**src/rtl/gol_vga_pkg.sv**
```systemverilog
// Shared constants and types for the Game-of-Life VGA renderer.
// Contents: 640x480@60Hz timing constants (raw and as counter-width values),
// the rgb12_t colour type and the palette used for blanking, dead cells,
// live cells and cell-border lines.
package gol_vga_pkg;

  localparam int H_VIS   = 640;
  localparam int H_FP    = 16;
  localparam int H_SYNC  = 96;
  localparam int H_BP    = 48;
  localparam int H_TOTAL = H_VIS + H_FP + H_SYNC + H_BP;  // 800

  localparam int V_VIS   = 480;
  localparam int V_FP    = 10;
  localparam int V_SYNC  = 2;
  localparam int V_BP    = 33;
  localparam int V_TOTAL = V_VIS + V_FP + V_SYNC + V_BP;  // 525

  localparam int CNT_W = 10;
  typedef logic [CNT_W-1:0] cnt_t;

  // Counter-width copies so comparisons against hcnt/vcnt are width-matched.
  localparam cnt_t H_LAST   = cnt_t'(H_TOTAL - 1);
  localparam cnt_t V_LAST   = cnt_t'(V_TOTAL - 1);
  localparam cnt_t H_VIS_C  = cnt_t'(H_VIS);
  localparam cnt_t V_VIS_C  = cnt_t'(V_VIS);
  localparam cnt_t V_PRE_BL = cnt_t'(V_VIS - 1);
  localparam cnt_t HS_FIRST = cnt_t'(H_VIS + H_FP);
  localparam cnt_t HS_LAST  = cnt_t'(H_VIS + H_FP + H_SYNC - 1);
  localparam cnt_t VS_FIRST = cnt_t'(V_VIS + V_FP);
  localparam cnt_t VS_LAST  = cnt_t'(V_VIS + V_FP + V_SYNC - 1);

  typedef struct packed {
    logic [3:0] r;
    logic [3:0] g;
    logic [3:0] b;
  } rgb12_t;

  localparam rgb12_t COL_BLANK = 12'h000;
  localparam rgb12_t COL_DEAD  = 12'h112;
  localparam rgb12_t COL_LIVE  = 12'h0F0;
  localparam rgb12_t COL_LINE  = 12'h444;

endpackage

```
**src/rtl/gol_vga_if.sv**
```systemverilog
// VGA video bundle: active-low syncs plus 12-bit colour.
// master: the renderer driving the monitor; slave: anything observing it.
interface gol_vga_if;
  logic       hsync_out;
  logic       vsync_out;
  logic [3:0] red;
  logic [3:0] green;
  logic [3:0] blue;

  modport master (output hsync_out, vsync_out, red, green, blue);
  modport slave  (input  hsync_out, vsync_out, red, green, blue);
endinterface

```
**src/rtl/gol_vga_timing.sv**
```systemverilog
// vga_timing: 640x480@60Hz raster generator on a 50 MHz clock.
// Ports:
//   clk, rst (async, active-low)
//   pix_en       /2 pixel enable, first high on the 2nd clk after release
//   hcnt, vcnt   raster position, advance only when pix_en=1
//   hsync_raw    unregistered-stage horizontal sync (active-low)
//   vsync_raw    unregistered-stage vertical sync (active-low)
//   visible      current position is inside the 640x480 active area
//   frame_start  pix_en edge that moves the raster from (799,479) to (0,480)
//   frame_tick   registered one-clk pulse following frame_start
module vga_timing
  import gol_vga_pkg::*;
(
  input  logic clk,
  input  logic rst,
  output logic pix_en,
  output cnt_t hcnt,
  output cnt_t vcnt,
  output logic hsync_raw,
  output logic vsync_raw,
  output logic visible,
  output logic frame_start,
  output logic frame_tick
);

  assign frame_start = pix_en && (hcnt == H_LAST) && (vcnt == V_PRE_BL);
  assign hsync_raw   = !((hcnt >= HS_FIRST) && (hcnt <= HS_LAST));
  assign vsync_raw   = !((vcnt >= VS_FIRST) && (vcnt <= VS_LAST));
  assign visible     = (hcnt < H_VIS_C) && (vcnt < V_VIS_C);

  always_ff @(posedge clk or negedge rst) begin
    if (!rst) begin
      pix_en     <= 1'b0;
      hcnt       <= '0;
      vcnt       <= '0;
      frame_tick <= 1'b0;
    end else begin
      pix_en     <= ~pix_en;
      frame_tick <= frame_start;
      if (pix_en) begin
        if (hcnt == H_LAST) begin
          hcnt <= '0;
          // Both counters wrap together at (799,524); frame_start cannot fire there.
          vcnt <= (vcnt == V_LAST) ? '0 : vcnt + cnt_t'(1);
        end else begin
          hcnt <= hcnt + cnt_t'(1);
        end
      end
    end
  end

endmodule

```
**src/rtl/gol_vga_renderer.sv**
```systemverilog
// gol_vga_renderer: draws a GRID_N x GRID_N Game-of-Life grid, centred, on a
// 640x480@60Hz VGA output. The grid is snapshotted at vblank start (same edge
// as frame_tick) so the picture never tears while the grid steps.
// Ports:
//   clk         50 MHz system clock
//   rst         asynchronous, active-low reset
//   cells_in    live-cell vector, bit r*GRID_N+c = row r, column c
//   frame_tick  one-clk pulse at vblank start
//   vga         gol_vga_if.master: hsync_out, vsync_out, red, green, blue
// Build option: define GOL_GRID_LINES_EN to draw 0x444 borders on the first
// pixel row/column of every cell inside the window.
module gol_vga_renderer
  import gol_vga_pkg::*;
#(
  parameter int GRID_N     = 20,
  parameter int CELL_SHIFT = 4
) (
  input  logic                     clk,
  input  logic                     rst,
  input  logic [GRID_N*GRID_N-1:0] cells_in,
  output logic                     frame_tick,
  gol_vga_if.master                vga
);

  localparam int NCELL = GRID_N * GRID_N;
  localparam int IDX_W = $clog2(NCELL);
  localparam int WIN   = GRID_N << CELL_SHIFT;
  localparam int X0    = H_VIS / 2 - WIN / 2;
  localparam int Y0    = V_VIS / 2 - WIN / 2;

  logic pix_en, hsync_raw, vsync_raw, visible, frame_start;
  cnt_t hcnt, vcnt;

  vga_timing u_timing (
    .clk         (clk),
    .rst         (rst),
    .pix_en      (pix_en),
    .hcnt        (hcnt),
    .vcnt        (vcnt),
    .hsync_raw   (hsync_raw),
    .vsync_raw   (vsync_raw),
    .visible     (visible),
    .frame_start (frame_start),
    .frame_tick  (frame_tick)
  );

  logic [NCELL-1:0] snapshot;

  // ---- stage p0: window test and cell lookup from the raster position ----
  // Positions left/above the window wrap to large unsigned offsets, so a
  // single "< WIN" compare covers both window edges.
  cnt_t          xo_p0, yo_p0, col_p0, row_p0;
  logic          in_win_p0, cell_p0;
  logic [IDX_W-1:0] idx_p0;
  rgb12_t        col_rgb_p0;

  assign xo_p0     = hcnt - cnt_t'(X0);
  assign yo_p0     = vcnt - cnt_t'(Y0);
  assign in_win_p0 = (xo_p0 < cnt_t'(WIN)) && (yo_p0 < cnt_t'(WIN));
  assign col_p0    = xo_p0 >> CELL_SHIFT;
  assign row_p0    = yo_p0 >> CELL_SHIFT;
  assign idx_p0    = IDX_W'(int'(row_p0) * GRID_N + int'(col_p0));
  assign cell_p0   = in_win_p0 && snapshot[idx_p0];

  always_comb begin
    col_rgb_p0 = COL_BLANK;
    if (visible && in_win_p0) begin
`ifdef GOL_GRID_LINES_EN
      if ((xo_p0[CELL_SHIFT-1:0] == '0) || (yo_p0[CELL_SHIFT-1:0] == '0)) begin
        col_rgb_p0 = COL_LINE;
      end else begin
        col_rgb_p0 = cell_p0 ? COL_LIVE : COL_DEAD;
      end
`else
      col_rgb_p0 = cell_p0 ? COL_LIVE : COL_DEAD;
`endif
    end
  end

  // ---- stage p1: registered outputs, syncs share the colour register ----
  logic   hsync_p1, vsync_p1;
  rgb12_t rgb_p1;

  always_ff @(posedge clk or negedge rst) begin
    if (!rst) begin
      snapshot <= '0;
      hsync_p1 <= 1'b1;
      vsync_p1 <= 1'b1;
      rgb_p1   <= COL_BLANK;
    end else begin
      if (frame_start) begin
        snapshot <= cells_in;
      end
      if (pix_en) begin
        hsync_p1 <= hsync_raw;
        vsync_p1 <= vsync_raw;
        rgb_p1   <= col_rgb_p0;
      end
    end
  end

  assign vga.hsync_out = hsync_p1;
  assign vga.vsync_out = vsync_p1;
  assign vga.red       = rgb_p1.r;
  assign vga.green     = rgb_p1.g;
  assign vga.blue      = rgb_p1.b;

endmodule

```
**src/flat_wrapper.sv**
```systemverilog
// flat-port wrapper written by rule: the top's interface ports become plain ports
module gol_vga_renderer_flat import gol_vga_pkg::*;
#(
  parameter int GRID_N     = 20,
  parameter int CELL_SHIFT = 4
)
  (clk, rst, cells_in, frame_tick, vga_hsync_out, vga_vsync_out, vga_red, vga_green, vga_blue);
  gol_vga_if vga_i ();
  input  logic clk;
  input  logic rst;
  input  logic [GRID_N*GRID_N-1:0] cells_in;
  output logic frame_tick;
  output wire logic [$bits(vga_i.hsync_out)-1:0] vga_hsync_out;
  output wire logic [$bits(vga_i.vsync_out)-1:0] vga_vsync_out;
  output wire logic [$bits(vga_i.red)-1:0] vga_red;
  output wire logic [$bits(vga_i.green)-1:0] vga_green;
  output wire logic [$bits(vga_i.blue)-1:0] vga_blue;
  assign vga_hsync_out = vga_i.hsync_out;
  assign vga_vsync_out = vga_i.vsync_out;
  assign vga_red = vga_i.red;
  assign vga_green = vga_i.green;
  assign vga_blue = vga_i.blue;
  gol_vga_renderer #(.GRID_N(GRID_N), .CELL_SHIFT(CELL_SHIFT)) u_core (.clk(clk), .rst(rst), .cells_in(cells_in), .frame_tick(frame_tick), .vga(vga_i));
endmodule
```
**config.mk**
```make
export PLATFORM = sky130hd
export DESIGN_NAME = gol_vga_renderer_flat
export DESIGN_NICKNAME = d
export VERILOG_FILES = /design/src/rtl/gol_vga_pkg.sv /design/src/rtl/gol_vga_if.sv /design/src/rtl/gol_vga_timing.sv /design/src/rtl/gol_vga_renderer.sv /design/src/flat_wrapper.sv
export SDC_FILE = /design/constraint.sdc
export NUM_CORES = 1
export LEC_CHECK = 0
export CORE_MARGIN = 5
export CORE_UTILIZATION = 52
export CTS_CLUSTER_DIAMETER = 80
export CTS_CLUSTER_SIZE = 25
export DETAILED_ROUTE_END_ITERATION = 6
export GPL_ROUTABILITY_DRIVEN = 0
export HOLD_SLACK_MARGIN = 0.1
export PLACE_DENSITY = 0.81
export SYNTH_ARGS = -nofsm -noshare
export SYNTH_HDL_FRONTEND = slang
export SYNTH_HIERARCHICAL = 1
export SYNTH_SLANG_ARGS = --single-unit
export TNS_END_PERCENT = 30
```
**constraint.sdc**
```tcl
create_clock -name clk -period 5.6 [get_ports clk]
set_clock_uncertainty 0.05 [all_clocks]
set_input_delay 0.84 -clock clk [delete_from_list [all_inputs] [get_ports clk]]
set_output_delay 0.84 -clock clk [all_outputs]
set_load 0.05 [all_outputs]
```
# [Word level (Yosys, flattened, before mapping)]
# Cells that the tools add are included.
[totals] ff_bits=436 inputBits=402 word_cells=46
[op_classes] addsub=5 multipliers=1 n_lt_le_gt_ge=9 n_eq_ne=3 n_mux=6 bitwise=1 reduce_logical=11
[op_table] cell="$lt A10 B9 Y1 const B" count=3
[op_table] cell="$add A10 B1 Y10 const B" count=2
[op_table] cell="$eq A10 B10 Y1 const B" count=2
[op_table] cell="$mux W10" count=2
[op_table] cell="$mux W9" count=2
[op_table] cell="$eq A10 B9 Y1 const B" count=1
[op_table] cell="$ge A10 B10 Y1 const B" count=1
[op_table] cell="$ge A10 B9 Y1 const B" count=1
[op_table] cell="$le A10 B10 Y1 const B" count=1
[op_table] cell="$le A10 B9 Y1 const B" count=1
[op_table] cell="$lt A10 B10 Y1 const B" count=1
[op_table] cell="$lt A9 B10 Y1 const B" count=1
[op_table] cell="$sub A10 B7 Y10 const B" count=1
[op_table] cell="$sub A10 B8 Y10 const B" count=1
[op_table] cell="$add A9 B7 Y9" count=1
[op_table] cell="$bmux W1 S9" count=1
[op_table] cell="$logic_and A1 B1 Y1" count=8
[op_table] cell="$mul A6 B3 Y7 const B" count=1
[op_table] cell="$logic_not A1 Y1" count=2
[op_table] cell="$reduce_and A2 Y1" count=1
[op_table] cell="$mux W1" count=1
[op_table] cell="$not A1 Y1" count=1

# [Depth between registers and ports, before layout]
[logic_depth] depth_word=8 mapped_depth=16 mapped_depth_nobuf=15

# [Cells and area by module]
# Netlist, hierarchy kept.
[by_module_without_submodules] module="gol_vga_renderer" instances=1 cells_each=1207 area_per_inst_um2=18933.2
[by_module_without_submodules] module="vga_timing" instances=1 cells_each=120 area_per_inst_um2=1234.9

# [Least setup slack after synthesis]
# Ideal clock, no wire load.
[synth_path] path_kind="register -> register" from="reg u_core.u_timing.hcnt[5]" to="reg u_core.rgb_p1 (netlist bit u_core/vga.blue[1])" setup_ns=0.124 arrival_time_ns=3.777 required_ns=5.426 slack_ns=1.649 stages_incl_launch_ff=16 path_cell_list="dfrtp_1 -> buf_2 -> buf_1 -> clkbuf_1 -> o21ai_0 -> xnor2_1 -> inv_1 -> ha_1 -> a21oi_1 -> and3_1 -> clkbuf_1 -> nor4_1 -> a2111o_1 -> a211oi_1 -> nor4_1 -> o31a_1"
[synth_via] elab_chain_cells=7 elab_cells_between_ends=12 classes_between="2 x add/sub; 2 x order compare; 4 x mux; 4 x reduce/logical"
[synth_lines] element="from (decl)" line_no="gol_vga_timing.sv:17" rtl="output cnt_t hcnt,"
[synth_lines] element="from (signal assigned)" line_no="gol_vga_timing.sv:46" rtl="hcnt <= hcnt + cnt_t'(1);"
[synth_lines] element="$sub A10 B8 Y10" line_no="gol_vga_renderer.sv:57" rtl="assign xo_p0 = hcnt - cnt_t'(X0);"
[synth_lines] element="$add A9 B7 Y9" line_no="gol_vga_renderer.sv:62" rtl="assign idx_p0 = IDX_W'(int'(row_p0) * GRID_N + int'(col_p0));"
[synth_lines] element="$bmux W1 S9" line_no="gol_vga_renderer.sv:63" rtl="assign cell_p0 = in_win_p0 && snapshot[idx_p0];"
[synth_lines] element="$mux W1 (not written as such)" line_no="gol_vga_renderer.sv:63"
[synth_lines] element="$logic_and A1 B1 Y1" line_no="gol_vga_renderer.sv:63"
[synth_lines] element="$mux W9" line_no="gol_vga_renderer.sv:75" rtl="col_rgb_p0 = cell_p0 ? COL_LIVE : COL_DEAD;"
[synth_lines] element="$mux W9 (*)" line_no="gol_vga_renderer.sv:67" rtl="if (visible && in_win_p0) begin"
[synth_lines] element="to (signal assigned)" line_no="gol_vga_renderer.sv:97" rtl="rgb_p1 <= col_rgb_p0;"
[synth_lines] element="to (decl)" line_no="gol_vga_renderer.sv:82" rtl="rgb12_t rgb_p1;"
# Every way passes the cells marked *; elsewhere a longest branch is shown, timed or not. The select of a mux whose other input is x is not followed.
# A chain may end at the register's enable or synchronous reset.

# [Worst setup path after layout]
[layout_path] from="reg u_core.u_timing.hcnt[5]" to="reg u_core.rgb_p1 (netlist bit u_core/vga.green[2])"
# The elaborated chain is that of the path after synthesis.

==> run_results.csv <==
group,metric,value,unit
clock_network,post_cts_resized,0,
timing,hold_viol,0,
clock_network,cts_buffers,25,
yosys,synthArstFlopShare,1.00,
setup_path,cp.required,5.95,ns
status,status,"finished clean",
yosys,yosys-top-cells-area,"dfrtp_1 (53%), mux2_2 (23%), mux4_2 (11%), ha_1 (1.1%), clkbuf_1 (1.1%)",
placed_design,hpwl,40100,µm
die,core-area,0.0386,mm²
clock_network,cts_max_path_buffers,3,
global_routing,grt_pass1_vias,13921,
drt,vias,13063,
die,start_util,0.523,
yosys,synth_top_area_share,0.527,
layout,n_fill_cell,2800,
timing,report.final.slew_viol_count,0,
timing,rsz0062_at_grt,"false",
yosys,ys.warnings.count,6,
die,dieArea,0.0428,mm²
setup_path,cp_max_fo,29,
drt,first_pass_iters,5,
layout,areaGrowthSynthToFinish,27.0,%
timing,slew_headroom,0.194,
layout,final_cells,2245,
setup_path,critPathLaunchType,"register",
die,ios,417,
worst_hold_path,hold_class,"primary input to async pin",
clock_network,insertion_delay,0.57,ns
setup_path,end_kind,"register",
drt,wl_per_cell,24.0,µm
timing,worst_pin_slew,1.21,ns
clock_network,root_buffer,"clkbuf_16",
setup_path,cp-startpoint,"u_core/u_timing/hcnt[5]",
placed_design,io_buffers,410,
power_and_ir_drop,leakage,11.8,nW
layout,nets,2120,
global_routing,gr-total-overflow,0,
global_routing,grt_max_degree,146,
yosys,synth_top_flop_cell,"dfrtp_1",
global_routing,antenna_found_initial,25,
setup_path,r2r_cells,11,
yosys,ys_ff_latch,427,
clock_network,postCtsSetupBuffers,0,
clock_network,htree_levels,1,
clock_network,ctsHoldBuffers,0,
timing,period_needed,4.74,ns
timing,fin_setup_tns,0,ns
layout,seqCellArea,0.0107,mm²
drt,drtIter0Drc,827,
timing,post-route-period-util,0.847,
layout,multi_input_area,0.00899,mm²
setup_path,critPathArrivalTime,5.10,ns
yosys,synth.avg_cell_area,15.2,µm²
power_and_ir_drop,power_density,215,mW/mm²
global_routing,grt_pass1_wl,80900,µm
yosys,synth.distinct_cells,63,
timing,setup_violations,0,
timing,max_freq,0.211,GHz
drt,ant_nets,0,
yosys,synth_area,0.0202,mm²
die,die_x,207,µm
die,die_h,207,µm
layout,drive_above_1_share,0.336,
drt,vias_per_cell,5.82,
yosys,seq_area_frac_synth,0.530,
clock_network,cts_sinks,427,
die,rows,72,
drt,drt_wl_total,53900,µm
placed_design,dp.cells,2189,
setup_path,rr_startpoint,"u_core/u_timing/hcnt[5]",
layout,final_core_util,0.664,
yosys,synth-edff-count,0,
yosys,netlist_instances,1327,
drt,drc,0,
setup_path,reg2reg_slack,0.86,ns
clock_network,cts.clk_slew.worst_paths,0.10,ns
yosys,yosysTopAreaCell,"dfrtp_1",
setup_path,r2r-end,"u_core/vga.green[2]",
global_routing,track_usage,0.246,
power_and_ir_drop,peakVddDrop,0.197,mV
setup_path,worstSetupPathType,"register to register",
setup_path,cp-endpoint,"u_core/vga.green[2]",
run,cap_viol_max_count,0,
clock_network,cts_tree,"built",
## layer usage
layer  vias to the layer above  global-route usage  share of wire  routed length, µm
li1                       5711                   -              -                  -
met1                      6788               0.313           0.38              20700
met2                       422               0.408           0.50              26900
met3                       118              0.0756          0.083               4460
met4                        24              0.0786          0.032               1730
met5                         -                   0         0.0028                149
## worst min-delay path by stage
stage	startpoint	end	slack, ns	cells after the start
after global placement	u_core/snapshot[349]	u_core/snapshot[349]	0.43	1
after detailed placement	u_core/snapshot[351]	u_core/snapshot[351]	0.44	1
final	rst	u_core/snapshot[210]	0.17	1
after floorplan	u_core/snapshot[101]	u_core/snapshot[101]	0.42	1
after global routing	rst	u_core/snapshot[210]	0.21	1
after CTS	rst	u_core/snapshot[214]	0.21	1
## cell usage in the layout (no fill, tap or decap), types with 8 or more instances in the layout
cell             count
buf_4               13
nor3_1               8
clkbuf_16           25
diode_2             14
o21ai_0             13
mux4_2              95
and3_1               9
nand3_1             18
clkdlybuf4s50_1    409
inv_1               21
mux2_2             406
ha_1                17
a22o_1               9
xnor2_1             12
nor2b_1             15
mux2i_1             10
nand4_1             12
a22oi_1             17
dfrtp_1            423
a21oi_1              9
mux4_1               8
nand2_1             33
nor2_1              18
## area by class of cell
cell class                 count  share of cell area
sequential                   427               0.418
clock inverter                13             0.00664
timing repair buffer         429               0.169
tap                          518              0.0253
inverter                      22             0.00322
clock buffer                  29              0.0258
antenna                       14             0.00137
multi-input combinational    793               0.351
## report_power, final
part / switching (W) / internal (W)
logic: 0.000114 / 0.000248
clock network: 0.00112 / 0.000939
registers: 0 / 0.00308
## state kept, by name, summed over array words and instances (netlist names)
register,cells
u_core/u_timing/hcnt,10
u_core/vga.blue,1
u_core/vga.hsync_out,1
u_core/u_timing/vcnt,10
u_core/u_timing/frame_tick,1
u_core/vga.vsync_out,1
u_core/u_timing/pix_en,1
u_core/vga.green,2
u_core/snapshot,400
## cell usage after synthesis (3+ instances only)
cell type  count
nand4_1       12
clkbuf_1      59
xor2_1         7
ha_1          18
buf_4         12
nand2_1       33
o31a_1         3
nor3_1         8
o2111ai_1      3
a221oi_1       3
buf_6          9
mux2i_1       10
nor2b_1       15
nand3_1       18
and3_1         9
dfrtp_1      425
xnor3_1        3
o21ai_0       13
buf_2          6
a31oi_1        3
mux4_2        95
and2_1         5
nor2_1        18
a22oi_1       17
inv_1         21
o22ai_1        3
xnor2_1       13
o211ai_1       6
buf_1          4
or3_1          5
mux4_1         8
a22o_1         9
a21oi_1        9
nor4_1         4
mux2_2       406
## kinds of logic (layout without fill, tap and decap cells)
family,count (synthesis),in the layout,share of synthesized area
mux,520,520,0.349
flops,427,427,0.530
simple gates,138,138,0.0381
buf+inv,112,493,0.0268
compound gates,86,86,0.0311
xor+xnor,23,23,0.0120
fa+ha+maj,20,20,0.0132
other cells,1,20,0.000186
## critical path, cell delays in order (launching register included)
cell and delay [ns]:
dfrtp_2 0.36, clkinv_1 0.43, ha_1 0.44, xnor2_1 0.20, fa_2 1.11, mux4_2 0.41, mux4_2 0.49, or3_1 0.33
a32oi_1 0.37, o2111ai_1 0.15, o41ai_1 0.12, o32ai_1 0.13
## stage by stage
stage	area, µm²	setup WS [ns]	hold slack (ns)	total power (W)
6_report	25600	0.857	0.175	0.00550
4_1_cts	25600	0.853	0.209	0.00555
5_1_grt	25600	0.564	0.215	0.00568
3_3_place_gp	24700	0.928	0.434	0.00350
2_1_floorplan	20200	1.65	0.422	0.00316
3_5_place_dp	24700	0.866	0.438	0.00351
Note: power is estimated with default switching activity, not from simulation.
